## config.mk

```make
export PLATFORM = sky130hd
export DESIGN_NAME = noc_port_requester_flat
export DESIGN_NICKNAME = d
export VERILOG_FILES = /design/src/rtl/noc_pkg.sv /design/src/rtl/noc_port_requester_if.sv /design/src/rtl/noc_flit_fifo.sv /design/src/rtl/noc_port_requester.sv /design/src/flat_wrapper.sv
export SDC_FILE = /design/constraint.sdc
export NUM_CORES = 1
export LEC_CHECK = 0
export BUFFER_PORTS_ARGS = -buffer_cell sky130_fd_sc_hd__buf_2
export CAP_MARGIN = 20
export CORE_UTILIZATION = 59
export DETAILED_ROUTE_END_ITERATION = 7
export PLACE_DENSITY = 0.82
export REMOVE_ABC_BUFFERS = 1
export SLEW_MARGIN = 15
export SYNTH_ARGS = -nofsm -noshare
export SYNTH_HDL_FRONTEND = slang
export SYNTH_SLANG_ARGS = --single-unit
```

## constraint.sdc

```tcl
create_clock -name clk -period 4.15 [get_ports clk]
set_clock_uncertainty 0.2 [all_clocks]
set_input_delay 0.6225 -clock clk [delete_from_list [all_inputs] [get_ports clk]]
set_output_delay 0.6225 -clock clk [all_outputs]
set_load 0.02 [all_outputs]
```

## src/rtl/noc_pkg.sv

```systemverilog
// Shared definitions for the NoC router port logic: flit ids, default widths,
// and the requester state encoding.
// Latency: n/a (definitions only). Backpressure: n/a.
package noc_pkg;

  // Flit id encodings, one-hot for legal ids.
  localparam logic [2:0] FLIT_IDLE = 3'b000;
  localparam logic [2:0] FLIT_HEAD = 3'b001;
  localparam logic [2:0] FLIT_BODY = 3'b010;
  localparam logic [2:0] FLIT_TAIL = 3'b100;

  // Default width of the packet length field carried by a header flit.
  localparam int NOC_LEN_W = 12;

  typedef enum logic [1:0] {
    IDLE    = 2'd0,
    REQUEST = 2'd1,
    SEND    = 2'd2,
    HOLD    = 2'd3
  } state_t;

endpackage

```

## src/rtl/noc_port_requester_if.sv

```systemverilog
// Bundle between one router input port, its arbiter request line and the crossbar.
// Latency: n/a (wires only). Backpressure: in_valid/in_ready on the upstream side.
// Ports: upstream in_valid/in_ready/in_flit_id/in_data; arbiter req/flit_id/length/grant;
//        crossbar out_valid/out_data; sticky err. slave = requester, master = its environment.
interface noc_port_requester_if #(
  parameter int DATA_W = 16,
  parameter int LEN_W  = 12
);
  logic              in_valid;
  logic              in_ready;
  logic [2:0]        in_flit_id;
  logic [DATA_W-1:0] in_data;
  logic              req;
  logic [2:0]        flit_id;
  logic [LEN_W-1:0]  length;
  logic              grant;
  logic              out_valid;
  logic [DATA_W-1:0] out_data;
  logic              err;

  modport slave (
    input  in_valid, in_flit_id, in_data, grant,
    output in_ready, req, flit_id, length, out_valid, out_data, err
  );

  modport master (
    output in_valid, in_flit_id, in_data, grant,
    input  in_ready, req, flit_id, length, out_valid, out_data, err
  );
endinterface

```

## src/rtl/noc_flit_fifo.sv

```systemverilog
// Small show-ahead flit FIFO; head is valid combinationally whenever not empty.
// Latency: a pushed flit is visible at head the cycle after the push.
// Backpressure: pushes while full and pops while empty are ignored.
// Ports: clk, rst (sync, active-high), push/push_data, pop, head, full, empty, count.
module noc_flit_fifo #(
  parameter int WIDTH = 19,
  parameter int DEPTH = 4
) (
  input  logic                     clk,
  input  logic                     rst,
  input  logic                     push,
  input  logic [WIDTH-1:0]         push_data,
  input  logic                     pop,
  output logic [WIDTH-1:0]         head,
  output logic                     full,
  output logic                     empty,
  output logic [$clog2(DEPTH):0]   count
);
  localparam int AW = $clog2(DEPTH);

  logic [WIDTH-1:0] mem [DEPTH];
  logic [AW-1:0]    wr_ptr;
  logic [AW-1:0]    rd_ptr;
  logic [AW:0]      cnt;
  logic             do_push;
  logic             do_pop;

  assign do_push = push && !full;
  assign do_pop  = pop && !empty;

  // DEPTH is a power of two, so the count MSB is set exactly when full.
  assign full  = cnt[AW];
  assign empty = (cnt == '0);
  assign count = cnt;
  assign head  = mem[rd_ptr];

  always_ff @(posedge clk) begin
    if (rst) begin
      wr_ptr <= '0;
      rd_ptr <= '0;
      cnt    <= '0;
    end else begin
      // Pointers are exactly log2(DEPTH) wide, so they wrap naturally.
      if (do_push) wr_ptr <= wr_ptr + AW'(1);
      if (do_pop)  rd_ptr <= rd_ptr + AW'(1);
      case ({do_push, do_pop})
        2'b10:   cnt <= cnt + (AW+1)'(1);
        2'b01:   cnt <= cnt - (AW+1)'(1);
        default: cnt <= cnt;
      endcase
    end
  end

  // Storage needs no reset; empty/full come from the counter alone.
  always_ff @(posedge clk) begin
    if (do_push) mem[wr_ptr] <= push_data;
  end
endmodule

```

## src/rtl/noc_port_requester.sv

```systemverilog
// Per-input-port requester: buffers flits, requests the arbiter on a header, streams while granted.
// Latency: header visible at FIFO head -> req next cycle; pop -> out_valid/out_data next cycle.
// Backpressure: in_ready low when the FIFO is full; grant low mid-packet parks in HOLD with no pops.
// Ports: clk, rst (sync, active-high), bus (noc_port_requester_if.slave).
module noc_port_requester
  import noc_pkg::*;
#(
  parameter int DATA_W = 16,
  parameter int LEN_W  = NOC_LEN_W,
  parameter int DEPTH  = 4,
  parameter int SLACK  = 2
) (
  input  logic                 clk,
  input  logic                 rst,
  noc_port_requester_if.slave  bus
);
  localparam int FW = DATA_W + 3;
  localparam int CW = $clog2(DEPTH) + 1;

  logic [FW-1:0]     fifo_head;
  logic              fifo_full;
  logic              fifo_empty;
  logic [CW-1:0]     fifo_count;
  logic              fifo_pop;

  logic [2:0]        head_id;
  logic [DATA_W-1:0] head_data;
  logic [LEN_W-1:0]  head_n;

  state_t            state;
  logic [LEN_W-1:0]  cnt;
  logic [LEN_W-1:0]  pkt_n;
  logic [LEN_W-1:0]  cnt_next;
  logic              req_q;
  logic [2:0]        flit_id_q;
  logic [LEN_W-1:0]  length_q;
  logic              out_valid_q;
  logic [DATA_W-1:0] out_data_q;
  logic              err_q;

  logic              short_pkt;
  logic              mid_hdr;
  logic              last_flit;

  noc_flit_fifo #(
    .WIDTH (FW),
    .DEPTH (DEPTH)
  ) u_fifo (
    .clk       (clk),
    .rst       (rst),
    .push      (bus.in_valid),
    .push_data ({bus.in_flit_id, bus.in_data}),
    .pop       (fifo_pop),
    .head      (fifo_head),
    .full      (fifo_full),
    .empty     (fifo_empty),
    .count     (fifo_count)
  );

  assert property (@(posedge clk) disable iff (rst) fifo_empty == (fifo_count == '0));

  assign head_id   = fifo_head[FW-1 -: 3];
  assign head_data = fifo_head[DATA_W-1:0];
  assign head_n    = head_data[LEN_W-1:0];

  // A packet needs at least a header and a tail.
  assign short_pkt = (pkt_n < LEN_W'(2));
  // The packet's own header is popped at cnt==0; any later header starts a new packet.
  assign mid_hdr   = (head_id == FLIT_HEAD) && (cnt != '0);
  assign cnt_next  = cnt + LEN_W'(1);
  assign last_flit = (cnt_next == pkt_n);

  // Pop decision mirrors the FSM branches below that consume the head flit.
  always_comb begin
    fifo_pop = 1'b0;
    case (state)
      IDLE:    fifo_pop = !fifo_empty && (head_id != FLIT_HEAD);
      REQUEST: fifo_pop = short_pkt;
      SEND:    fifo_pop = bus.grant && !fifo_empty && !mid_hdr;
      default: fifo_pop = 1'b0;
    endcase
  end

  always_ff @(posedge clk) begin
    if (rst) begin
      state       <= IDLE;
      cnt         <= '0;
      pkt_n       <= '0;
      req_q       <= 1'b0;
      flit_id_q   <= FLIT_IDLE;
      length_q    <= '0;
      out_valid_q <= 1'b0;
      out_data_q  <= '0;
      err_q       <= 1'b0;
    end else begin
      out_valid_q <= 1'b0;
      case (state)
        IDLE: begin
          req_q     <= 1'b0;
          flit_id_q <= FLIT_IDLE;
          if (!fifo_empty) begin
            if (head_id == FLIT_HEAD) begin
              length_q  <= head_n + LEN_W'(SLACK);
              pkt_n     <= head_n;
              cnt       <= '0;
              req_q     <= 1'b1;
              flit_id_q <= FLIT_HEAD;
              state     <= REQUEST;
            end else begin
              // Stray body/tail/illegal flit: dropped by the pop above.
              err_q <= 1'b1;
            end
          end
        end

        REQUEST: begin
          if (short_pkt) begin
            err_q     <= 1'b1;
            req_q     <= 1'b0;
            flit_id_q <= FLIT_IDLE;
            state     <= IDLE;
          end else if (bus.grant) begin
            state <= SEND;
          end
        end

        SEND: begin
          if (!bus.grant) begin
            flit_id_q <= FLIT_BODY;
            state     <= HOLD;
          end else if (!fifo_empty) begin
            if (mid_hdr) begin
              // Truncated packet: leave the new header in place for IDLE to pick up.
              err_q     <= 1'b1;
              req_q     <= 1'b0;
              flit_id_q <= FLIT_IDLE;
              state     <= IDLE;
            end else begin
              out_valid_q <= 1'b1;
              out_data_q  <= head_data;
              flit_id_q   <= head_id;
              cnt         <= cnt_next;
              if (head_id == FLIT_TAIL) begin
                req_q <= 1'b0;
                state <= IDLE;
                if (!last_flit) err_q <= 1'b1;
              end else if (last_flit) begin
                // Count exhausted without a tail; leftovers drain as stray flits.
                err_q <= 1'b1;
                req_q <= 1'b0;
                state <= IDLE;
              end
            end
          end
        end

        HOLD: begin
          if (bus.grant) state <= SEND;
        end

        default: state <= IDLE;
      endcase
    end
  end

  assign bus.in_ready  = !fifo_full;
  assign bus.req       = req_q;
  assign bus.flit_id   = flit_id_q;
  assign bus.length    = length_q;
  assign bus.out_valid = out_valid_q;
  assign bus.out_data  = out_data_q;
  assign bus.err       = err_q;
endmodule

```

## src/flat_wrapper.sv

```systemverilog
// flat-port wrapper written by rule: the top's interface ports become plain ports
module noc_port_requester_flat import noc_pkg::*;
#(
  parameter int DATA_W = 16,
  parameter int LEN_W  = NOC_LEN_W,
  parameter int DEPTH  = 4,
  parameter int SLACK  = 2
)
  (clk, rst, bus_in_valid, bus_in_flit_id, bus_in_data, bus_grant, bus_in_ready, bus_req, bus_flit_id, bus_length, bus_out_valid, bus_out_data, bus_err);
  noc_port_requester_if #(.DATA_W(DATA_W), .LEN_W(LEN_W)) bus_i ();
  input  logic clk;
  input  logic rst;
  input wire logic [$bits(bus_i.in_valid)-1:0] bus_in_valid;
  input wire logic [$bits(bus_i.in_flit_id)-1:0] bus_in_flit_id;
  input wire logic [$bits(bus_i.in_data)-1:0] bus_in_data;
  input wire logic [$bits(bus_i.grant)-1:0] bus_grant;
  output wire logic [$bits(bus_i.in_ready)-1:0] bus_in_ready;
  output wire logic [$bits(bus_i.req)-1:0] bus_req;
  output wire logic [$bits(bus_i.flit_id)-1:0] bus_flit_id;
  output wire logic [$bits(bus_i.length)-1:0] bus_length;
  output wire logic [$bits(bus_i.out_valid)-1:0] bus_out_valid;
  output wire logic [$bits(bus_i.out_data)-1:0] bus_out_data;
  output wire logic [$bits(bus_i.err)-1:0] bus_err;
  assign bus_i.in_valid = bus_in_valid;
  assign bus_i.in_flit_id = bus_in_flit_id;
  assign bus_i.in_data = bus_in_data;
  assign bus_i.grant = bus_grant;
  assign bus_in_ready = bus_i.in_ready;
  assign bus_req = bus_i.req;
  assign bus_flit_id = bus_i.flit_id;
  assign bus_length = bus_i.length;
  assign bus_out_valid = bus_i.out_valid;
  assign bus_out_data = bus_i.out_data;
  assign bus_err = bus_i.err;
  noc_port_requester #(.DATA_W(DATA_W), .LEN_W(LEN_W), .DEPTH(DEPTH), .SLACK(SLACK)) u_core (.clk(clk), .rst(rst), .bus(bus_i));
endmodule
```

==> impl_metrics.env, run 1 <==
export IMPL_synthArstFlopShare_pct=0
export IMPL_met1Wirelength_um=5650
export IMPL_holdBufCountCts=0
export IMPL_antenna_cells=0
export IMPL_grt_pass1_wl_um=22300
export IMPL_avgSynthCellArea_sq_um=11.7
export IMPL_synth_area_top_cells="edfxtp_1 36%, dfxtp_1 21%, mux4_2 6.7%, nor2_1 3.8%, a21oi_1 2.8%"
export IMPL_drv_slew=0
export IMPL_route_met2_wl_um=6870
export IMPL_synth_edf_count=76
export IMPL_max_slew_worst_pin_slew_ps=1010
export IMPL_via_per_inst=6.06
export IMPL_vias=4494
export IMPL_postCtsResizedCells=0
export IMPL_yosys_area_top_type="edfxtp_1"
export IMPL_r2r_slack_ps=650
export IMPL_nets=630
export IMPL_worstPathRequired_ps=4410
export IMPL_layout_drive_gt1_share_pct=20.0
export IMPL_rsz0062_at_grt="no"
export IMPL_power_mw=4.28
export IMPL_cts_buffers=17
export IMPL_ys_ff_latch=144
export IMPL_seq_area_sq_um=3640
export IMPL_core_area_sq_um=10400
export IMPL_cts_sinks=144
export IMPL_clk_pin_slew_ps=60
export IMPL_cp_max_fo=18
export IMPL_wl_per_cell_um=18.6
export IMPL_status="complete, no violations"
export IMPL_route_met3_wl_um=937
export IMPL_worstHoldPathCells=1
export IMPL_cp_start_kind="register"
export IMPL_multi_input_area_sq_um=2500
export IMPL_dr_max_layer_used="met4"
export IMPL_cts_tree="done"
export IMPL_ys_types=63
export IMPL_ios=58
export IMPL_finalNonFillerCells=742
export IMPL_hold_viol=0
export IMPL_slew_headroom_pct=32.9
export IMPL_critPathArrivalTime_ps=3760
export IMPL_ir_drop_v=0.000561
export IMPL_globalplace_congestion=1.01
export IMPL_yosysMostFrequentCell="edfxtp_1"
export IMPL_drt_iter0_drc=355
export IMPL_synth_common_cells="76 x edfxtp_1, 68 x dfxtp_1, 64 x nor2_1"
export IMPL_synth_top_cell_area_share_pct=35.9
export IMPL_ys_warn_count=0
export IMPL_ys_flop_type="edfxtp_1"
export IMPL_track_usage_pct=26.5
export IMPL_dp_hpwl_um=9060
export IMPL_r2r_end="u_core.u_fifo.count[2]$_SDFFE_PP0P_"
export IMPL_min_path_type="in -> reg"
export IMPL_fin_crit_ps=3500
export IMPL_n_fill_cell=721
export IMPL_whs_endpoint="u_core.u_fifo.mem[3][12]$_DFFE_PP_"
export IMPL_grt_max_degree=41
export IMPL_dpl_cell_count=710
export IMPL_area_growth_pct=15.1
export IMPL_drv_cap=0
export IMPL_ant_nets=0
export IMPL_clk_latency_ps=540
export IMPL_critPathKind="reg -> reg"
export IMPL_antenna_found_initial=0
export IMPL_die_y_um=106
export IMPL_num_rows=37
export IMPL_die_area_sq_um=11200
export IMPL_clockBufferDepth=2
export IMPL_finalCritPeriodShare_pct=84.2
export IMPL_firstDrtPassIters=5
export IMPL_cts_setup_buffers=0
export IMPL_io_buffer_count=57
export IMPL_cts_max_level=4
export IMPL_setup_viol=0
export IMPL_synth_cells=542
export IMPL_grt_pass1_vias=4397
export IMPL_remaining_drc_errors=0
export IMPL_drt_total_wl_um=13800
export IMPL_clockRootBuffer="clkbuf_8"
export IMPL_power_density_nw_per_um2=585
export IMPL_start_util_pct=61.3
export IMPL_syn_area_sq_um=6360
export IMPL_max_clock_freq_mhz=286
export IMPL_p_leak_nw=2.58
export IMPL_yosysSeqAreaShare_pct=57.3
export IMPL_grt_ovfl_total=0
export IMPL_r2r_cells=12
export IMPL_crit_path_end_kind="register"
export IMPL_min_from="bus_in_data[12]"
export IMPL_dieWidth_um=106
-- cell families (layout without fill, tap and decap cells) --
family          Yosys count  in the layout  synth area share, %
fa+ha+maj                14             14                 2.87
mux                      37             37                 9.56
simple gates            177            177                 13.4
buf+inv                  50            114                 3.37
xor+xnor                 26             26                 3.58
flops                   144            144                 57.3
compound gates           94             94                 9.92
-- cell usage in the layout, fill, tap and decap left out, types with 5 or more instances in the layout --
cell	n
a211oi_1	9
ha_1	13
inv_1	18
o21ai_1	11
mux2i_1	18
dfxtp_1	68
buf_4	7
buf_2	57
or3_1	5
and2_1	9
a21oi_1	36
mux4_2	19
xnor2_1	13
nand4_1	5
nand2_1	43
xor2_1	13
clkbuf_16	16
nor4_1	5
nand2b_1	5
edfxtp_1	76
nand3_1	12
or4_1	5
nor2_1	64
o21ai_0	6
nor3_1	7
-- layout make-up --
cell class	instances	share of cell area (%)
Timing Repair Buffer	64	4.62
Multi-Input combinational cell	348	34.2
Sequential cell	144	49.8
Tap cell	136	2.33
Inverter	18	0.923
Clock inverter	13	2.41
Clock buffer	19	5.76
-- power breakdown --
group,switching [mW],total (mW),internal [mW]
logic,0.607,0.999,0.391
registers,0.0831,1.75,1.66
clock network,0.606,1.54,0.930
total,1.30,4.28,2.98
-- per-stage QoR --
step | hold WS (ps) | setup slack, ps | area (sq um) | setup TNS, ps | utilization [%]
final | 96.3 | 655 | 7320 | 0 | 70.6
after detailed placement | 259 | 648 | 6720 | 0 | 64.8
after global routing | 77.8 | 445 | 7320 | 0 | 70.6
after CTS | 77.1 | 638 | 7320 | 0 | 70.6
after global placement | 243 | 752 | 6720 | 0 | 64.8
after floorplan | 255 | -568 | 6210 | -897 | -
-- critical path, cell delays in order, from the launching register on --
cell and delay, ps:
dfxtp_1 360, buf_4 360, mux4_2 370, nor3b_2 90
a2111oi_4 360, buf_4 240, o21a_1 210, ha_1 200
inv_1 60, fa_1 370, xor2_1 150, or3_1 300
a21oi_1 140
-- sequential cells by signal, indices dropped and copies added, names as in the netlist, named ones only --
register,flops
u_core.bus.out_valid,1
u_core.bus.flit_id,3
u_core.bus.out_data,16
u_core.bus.length,12
u_core.u_fifo.wr_ptr,2
u_core.u_fifo.mem,76
u_core.bus.err,1
u_core.u_fifo.count,3
u_core.bus.req,1
u_core.cnt,12
u_core.pkt_n,11
u_core.u_fifo.rd_ptr,2
u_core.state,2
-- metal layers --
layer  vias to the layer above  global-route usage, %
li1                       2078                      -
met4                         0                   12.4
met1                      2177                   32.4
met2                       198                   43.9
met3                        41                   7.05
met5                         -                      0
-- worst max path at each step --
stage                     startpoint                             endpoint  slack (ps)  depth (start not counted)
after detailed placement    register  u_core.u_fifo.count[2]$_SDFFE_PP0P_         650                         12
after floorplan             register  u_core.u_fifo.count[2]$_SDFFE_PP0P_        -570                         10
after global routing        register  u_core.u_fifo.count[2]$_SDFFE_PP0P_         450                         12
after global placement      register  u_core.u_fifo.count[2]$_SDFFE_PP0P_         750                         12
after CTS                   register  u_core.u_fifo.count[2]$_SDFFE_PP0P_         640                         12
final                       register  u_core.u_fifo.count[2]$_SDFFE_PP0P_         650                         12
Note: power is estimated with default switching activity, not from simulation.
==> run 2, diff against run 1 <==
clock period = 3.49 ns   (was 4.15 ns; I/O delays follow)
==> run 2 against run 1 <==
  * Fmax increased by 6.8%
  * Largest cell class unchanged
  * Worst setup slack lost 440 ps
  * Via count is 0.91% higher
  * Critical path depth fell by 2
==> impl_metrics.env, run 2 (synthesis results as in run 1) <==
export IMPL_status="complete, no violations"
export IMPL_grt_max_degree=52
export IMPL_power_switching_mw=1.50
export IMPL_cts_max_level=4
export IMPL_critPathKind="reg -> reg"
export IMPL_grt_ovfl_total=0
export IMPL_clk_pin_slew_ps=60
export IMPL_crit_path_end_kind="register"
export IMPL_rsz0062_at_grt="no"
export IMPL_cp_start_kind="register"
export IMPL_p_leak_nw=2.60
export IMPL_worstPathRequired_ps=3730
export IMPL_area_growth_pct=15.7
export IMPL_die_area_sq_um=11200
export IMPL_clockBufferDepth=2
export IMPL_r2r_cells=10
export IMPL_internal_power_mw=3.41
export IMPL_clockRootBuffer="clkbuf_8"
export IMPL_cts_sinks=144
export IMPL_power_mw=4.91
export IMPL_largest_reg_flops=76
export IMPL_whs_ps=20.4
export IMPL_clock_power_share_pct=33.0
export IMPL_num_rows=37
export IMPL_min_path_type="in -> reg"
export IMPL_ir_drop_v=0.000548
export IMPL_fin_crit_ps=3270
export IMPL_min_from="bus_in_flit_id[1]"
export IMPL_ant_nets=0
export IMPL_grt_pass1_wl_um=22100
export IMPL_critPathArrivalTime_ps=3520
export IMPL_cp_slowest_stage_delay_ps=560
export IMPL_whs_endpoint="u_core.u_fifo.mem[0][17]$_DFFE_PP_"
export IMPL_dieWidth_um=106
export IMPL_hold_viol=0
export IMPL_p_comb_share_pct=24.6
export IMPL_antenna_cells=0
export IMPL_crit_chain="mux4_2 -> nor3b_2 -> a2111oi_4 -> o21a_1 -> ha_1 -> inv_1 -> fa_1 -> xor2_1 -> or3_1 -> a21oi_1"
export IMPL_mostFrequentLayoutCell="edfxtp_1"
export IMPL_p_sw_share_pct=30.5
export IMPL_drv_slew=0
export IMPL_r2r_end="u_core.u_fifo.count[2]$_SDFFE_PP0P_"
export IMPL_globalplace_congestion=0.871
export IMPL_layout_setup_ws_ps=216
export IMPL_io_buffer_count=57
export IMPL_power_density_nw_per_um2=668
export IMPL_track_usage_pct=26.3
export IMPL_remaining_drc_errors=0
export IMPL_final_cell_mix="76 x edfxtp_1, 67 x dfxtp_1, 64 x nor2_1"
export IMPL_worst_path_max_delay_cell="mux4_2"
export IMPL_cts_buffers=17
export IMPL_start_util_pct=61.3
export IMPL_via_per_inst=6.02
export IMPL_slew_headroom_pct=60.1
export IMPL_cts_tree="done"
export IMPL_worstHoldPathCells=1
export IMPL_drt_total_wl_um=13800
export IMPL_antenna_found_initial=0
export IMPL_drt_iter0_drc=298
export IMPL_max_clock_freq_mhz=305
export IMPL_ios=58
export IMPL_finalCritPeriodShare_pct=93.8
export IMPL_drv_cap=0
export IMPL_nets=642
export IMPL_r2r_slack_ps=220
export IMPL_core_area_sq_um=10400
export IMPL_setup_viol=0
export IMPL_dp_slack_ps=172
export IMPL_firstDrtPassIters=5
export IMPL_pwr_share_seq_pct=42.4
export IMPL_vias=4535
export IMPL_cp_max_fo=4
export IMPL_clk_latency_ps=520
export IMPL_max_slew_worst_pin_slew_ps=598
export IMPL_dp_hpwl_um=8700
export IMPL_wl_per_cell_um=18.4
export IMPL_layout_drive_gt1_share_pct=19.9
export IMPL_regMostFlops="u_core.u_fifo.mem"
export IMPL_die_y_um=106
export IMPL_grt_pass1_vias=4448
[run 2: area by class of cell]
class / count / area, sq um
clock inverter: 10 / 91.3
clock buffer: 21 / 439
tap: 136 / 170
fill: 697 / 3010
timing repair buffer: 76 / 445
multi-input combinational: 348 / 2500
inverter: 18 / 67.6
sequential: 144 / 3640
[run 2: how the worst max path moves through the flow]
stage	from	endpoint	cells after the start	slack [ps]
6_report	register	u_core.u_fifo.count[2]$_SDFFE_PP0P_	10	220
5_1_grt	register	u_core.u_fifo.count[2]$_SDFFE_PP0P_	10	50
2_1_floorplan	register	u_core.u_fifo.count[2]$_SDFFE_PP0P_	10	-1230
3_5_place_dp	register	u_core.u_fifo.count[2]$_SDFFE_PP0P_	10	170
4_1_cts	register	u_core.u_fifo.count[2]$_SDFFE_PP0P_	10	140
3_3_place_gp	register	u_core.u_fifo.count[2]$_SDFFE_PP0P_	10	270
[run 2: power by group through the flow]
stage	Combinational, mW	Clock (mW)	Sequential [mW]
3_3_place_gp	1.13	0	2.10
3_5_place_dp	1.17	0	2.11
6_report	1.21	1.62	2.08
5_1_grt	1.32	1.71	2.10
2_1_floorplan	0.772	0	2.16
4_1_cts	1.21	1.63	2.08
[run 2: worst max-delay path: cells and delay by family (launching register included)]
kind / cells / cell delay [ps]
flops: 1 / 380
simple gates: 2 / 510
compound gates: 3 / 730
fa+ha+maj: 2 / 590
xor+xnor: 1 / 160
buf+inv: 1 / 60
mux: 1 / 560
[run 2: metrics by stage]
stage | utilization (%) | TNS (ps) | cells | area, sq um
CTS | 70.9 | 0 | 753 | 7360
global placement | 65.2 | 0 | 715 | 6760
global route | 71.0 | 0 | 753 | 7360
floorplan | - | -12270 | 510 | 6210
finish | 71.0 | 0 | 753 | 7360
detailed placement | 65.2 | 0 | 715 | 6760
[run 2: layer usage]
layer / global-route usage, % / part of all wire, % / up-vias
met1: 31.5 / 40 / 2222
li1: - / - / 2103
met2: 44.2 / 50 / 175
met3: 6.43 / 6.3 / 35
met5: 0 / 0 / -
met4: 13.6 / 3.5 / 0
[run 2: timing repair]
action                                  in CTS  in global routing
setup buffers                                0                  0
endpoints found under the setup margin       0                  1
endpoints found under the hold margin       27                  0
resized for setup                            0                  1
hold buffers                                 7                  0
==> run 3, diff against run 2 <==
BUFFER_PORTS_ARGS = not set   (was -buffer_cell sky130_fd_sc_hd__buf_2)
CAP_MARGIN = not set   (was 20)
CORE_UTILIZATION = 60   (was 59)
DONT_BUFFER_PORTS = 1   (was not set)
PLACE_DENSITY = 0.79   (was 0.82)
==> run 3 against run 2 <==
  * Total power up 6.6%
  * Sequential share of layout area rose by 0.084 points
  * Sequential cell count unchanged
  * Cell count fell by 5.4%
  * Global-route usage grew 1.7 points
  * Fmax down 0.14%
  * First-iteration DRC count grew 5.0%
  * Core utilization increased by 0.49 points
  * Combinational power is 6% lower
  * Worst setup slack lost 4.5 ps
  * Critical path type unchanged
==> impl_metrics.env, run 3 (synthesis results as in run 1) <==
export IMPL_status="complete, no violations"
export IMPL_drt_iter0_drc=313
export IMPL_p_comb_share_pct=21.7
export IMPL_whs_endpoint="u_core.state[1]$_SDFFE_PP0P_"
export IMPL_p_sw_share_pct=29.4
export IMPL_power_switching_mw=1.54
export IMPL_layout_drive_gt1_share_pct=12.3
export IMPL_grt_max_degree=67
export IMPL_multi_input_area_sq_um=2500
export IMPL_crit_chain="mux4_2 -> nor3b_2 -> a2111oi_4 -> o21a_1 -> ha_1 -> inv_1 -> fa_1 -> xor2_1 -> or3_1 -> a21oi_1"
export IMPL_dp_slack_ps=260
export IMPL_slew_headroom_pct=56.6
export IMPL_path_buf_inv=1
export IMPL_clk_pin_slew_ps=60
export IMPL_critPathKind="reg -> reg"
export IMPL_drt_total_wl_um=14500
export IMPL_clockRootBuffer="clkbuf_8"
export IMPL_core_area_sq_um=10300
export IMPL_ant_nets=0
export IMPL_regMostFlops="u_core.u_fifo.mem"
export IMPL_io_buffer_count=0
export IMPL_finalCritPeriodShare_pct=93.9
export IMPL_die_area_sq_um=11000
export IMPL_worstPathRequired_ps=3750
export IMPL_die_y_um=105
export IMPL_via_per_inst=6.08
export IMPL_max_clock_freq_mhz=305
export IMPL_worstHoldPathCells=3
export IMPL_area_growth_pct=15.5
export IMPL_whs_ps=24.0
export IMPL_ios=58
export IMPL_largest_reg_flops=76
export IMPL_postCtsResizedCells=0
export IMPL_critPathArrivalTime_ps=3540
export IMPL_globalplace_congestion=0.847
export IMPL_drv_slew=0
export IMPL_remaining_drc_errors=0
export IMPL_layout_setup_ws_ps=212
export IMPL_max_slew_worst_pin_slew_ps=649
export IMPL_cp_start_kind="register"
export IMPL_mostFrequentLayoutCell="edfxtp_1"
export IMPL_vias=4326
export IMPL_cts_max_level=4
export IMPL_grt_pass1_vias=4266
export IMPL_setup_viol=0
export IMPL_min_from="rst"
export IMPL_num_rows=37
export IMPL_drv_cap=0
export IMPL_grt_ovfl_total=0
export IMPL_grt_pass1_wl_um=22700
export IMPL_dp_hpwl_um=8970
export IMPL_firstDrtPassIters=5
export IMPL_nets=600
export IMPL_start_util_pct=61.9
export IMPL_dieWidth_um=105
export IMPL_power_density_nw_per_um2=713
export IMPL_wl_per_cell_um=20.3
export IMPL_clk_latency_ps=530
export IMPL_min_path_type="in -> reg"
export IMPL_clockBufferDepth=2
export IMPL_crit_path_end_kind="register"
export IMPL_track_usage_pct=28.1
export IMPL_cp_max_fo=4
export IMPL_internal_power_mw=3.70
export IMPL_final_cell_mix="76 x edfxtp_1, 68 x dfxtp_1, 64 x nor2_1"
export IMPL_r2r_slack_ps=210
export IMPL_n_fill_cell=690
export IMPL_rsz0062_at_grt="no"
export IMPL_r2r_cells=10
export IMPL_worst_path_max_delay_cell="mux4_2"
export IMPL_cts_buffers=17
export IMPL_clock_power_share_pct=37.6
export IMPL_crit_family="compound AO/OA/AOI/OAI gates"
export IMPL_cts_setup_buffers=0
export IMPL_cts_tree="done"
export IMPL_cp_slowest_stage_delay_ps=540
export IMPL_fin_crit_ps=3280
export IMPL_seq_area_sq_um=3640
export IMPL_p_leak_nw=2.45
export IMPL_antenna_found_initial=0
export IMPL_r2r_end="u_core.u_fifo.count[2]$_SDFFE_PP0P_"
export IMPL_pwr_share_seq_pct=40.7
export IMPL_antenna_cells=0
export IMPL_ir_drop_v=0.000537
export IMPL_cts_sinks=144
export IMPL_hold_viol=0
==> run 3: cell count changes in the layout (fill, tap and decap cells not counted), moves of 2 or more <==
| cell | delta |
|---|---|
| buf_2 | -57 |
| inv_6 | +2 |
| bufinv_16 | +4 |
| dlygate4sd3_1 | +12 |
| buf_4 | +2 |
==> run 3: power by group through the flow <==
stage                     sequential (mW)  clock [mW]  combinational [mW]
after floorplan                      2.16           0               0.772
after global placement               2.15           0                1.04
after detailed placement             2.16           0                1.07
after CTS                            2.13        1.97                1.13
after global routing                 2.15        2.06                1.24
final                                2.13        1.97                1.14
==> run 3: routing by layer <==
layer | wire length (um) | GRT usage (%) | up-vias
li1 | - | - | 2009
met1 | 5640 | 32.4 | 2135
met2 | 7440 | 47.4 | 152
met3 | 962 | 9.11 | 30
met4 | 410 | 13.2 | 0
met5 | 0 | 0 | -
==> run 3: through the flow <==
stage / std cells / area (sq um) / power (mW) / TNS, ps / util (%)
after floorplan: 510 / 6210 / 2.94 / -12270 / -
after detailed placement: 660 / 6490 / 3.23 / 0 / 63.1
after global routing: 712 / 7340 / 5.44 / 0 / 71.5
final: 712 / 7340 / 5.24 / 0 / 71.5
after CTS: 712 / 7340 / 5.23 / 0 / 71.5
after global placement: 660 / 6490 / 3.18 / 0 / 63.1
==> run 3: worst min-delay path, cell delays in order <==
cell     delay, ps
inv_1           50
nand2_1         70
mux2i_1         60
==> run 3: area by class of cell <==
type	instances	area share, %
multi-input combinational	348	34.0
clock inverter	12	2.78
sequential	144	49.6
inverter	18	0.920
clock buffer	20	5.93
timing repair buffer	34	4.40
tap	136	2.32
==> run 3: worst max-delay path by stage <==
stage / start / slack (ps) / depth (start not counted) / endpoint
finish: register / 210 / 10 / u_core.u_fifo.count[2]$_SDFFE_PP0P_
global route: register / 80 / 10 / u_core.u_fifo.count[2]$_SDFFE_PP0P_
CTS: register / 210 / 10 / u_core.u_fifo.count[2]$_SDFFE_PP0P_
detailed placement: register / 260 / 10 / u_core.u_fifo.count[2]$_SDFFE_PP0P_
global placement: register / 370 / 10 / u_core.u_fifo.count[2]$_SDFFE_PP0P_
floorplan: register / -1230 / 10 / u_core.u_fifo.count[2]$_SDFFE_PP0P_
==> run 3: timing repair <==
action                                  in CTS  in global routing
hold endpoints to repair                   143                  0
hold buffers                                20                  0
endpoints found under the setup margin       0                  0
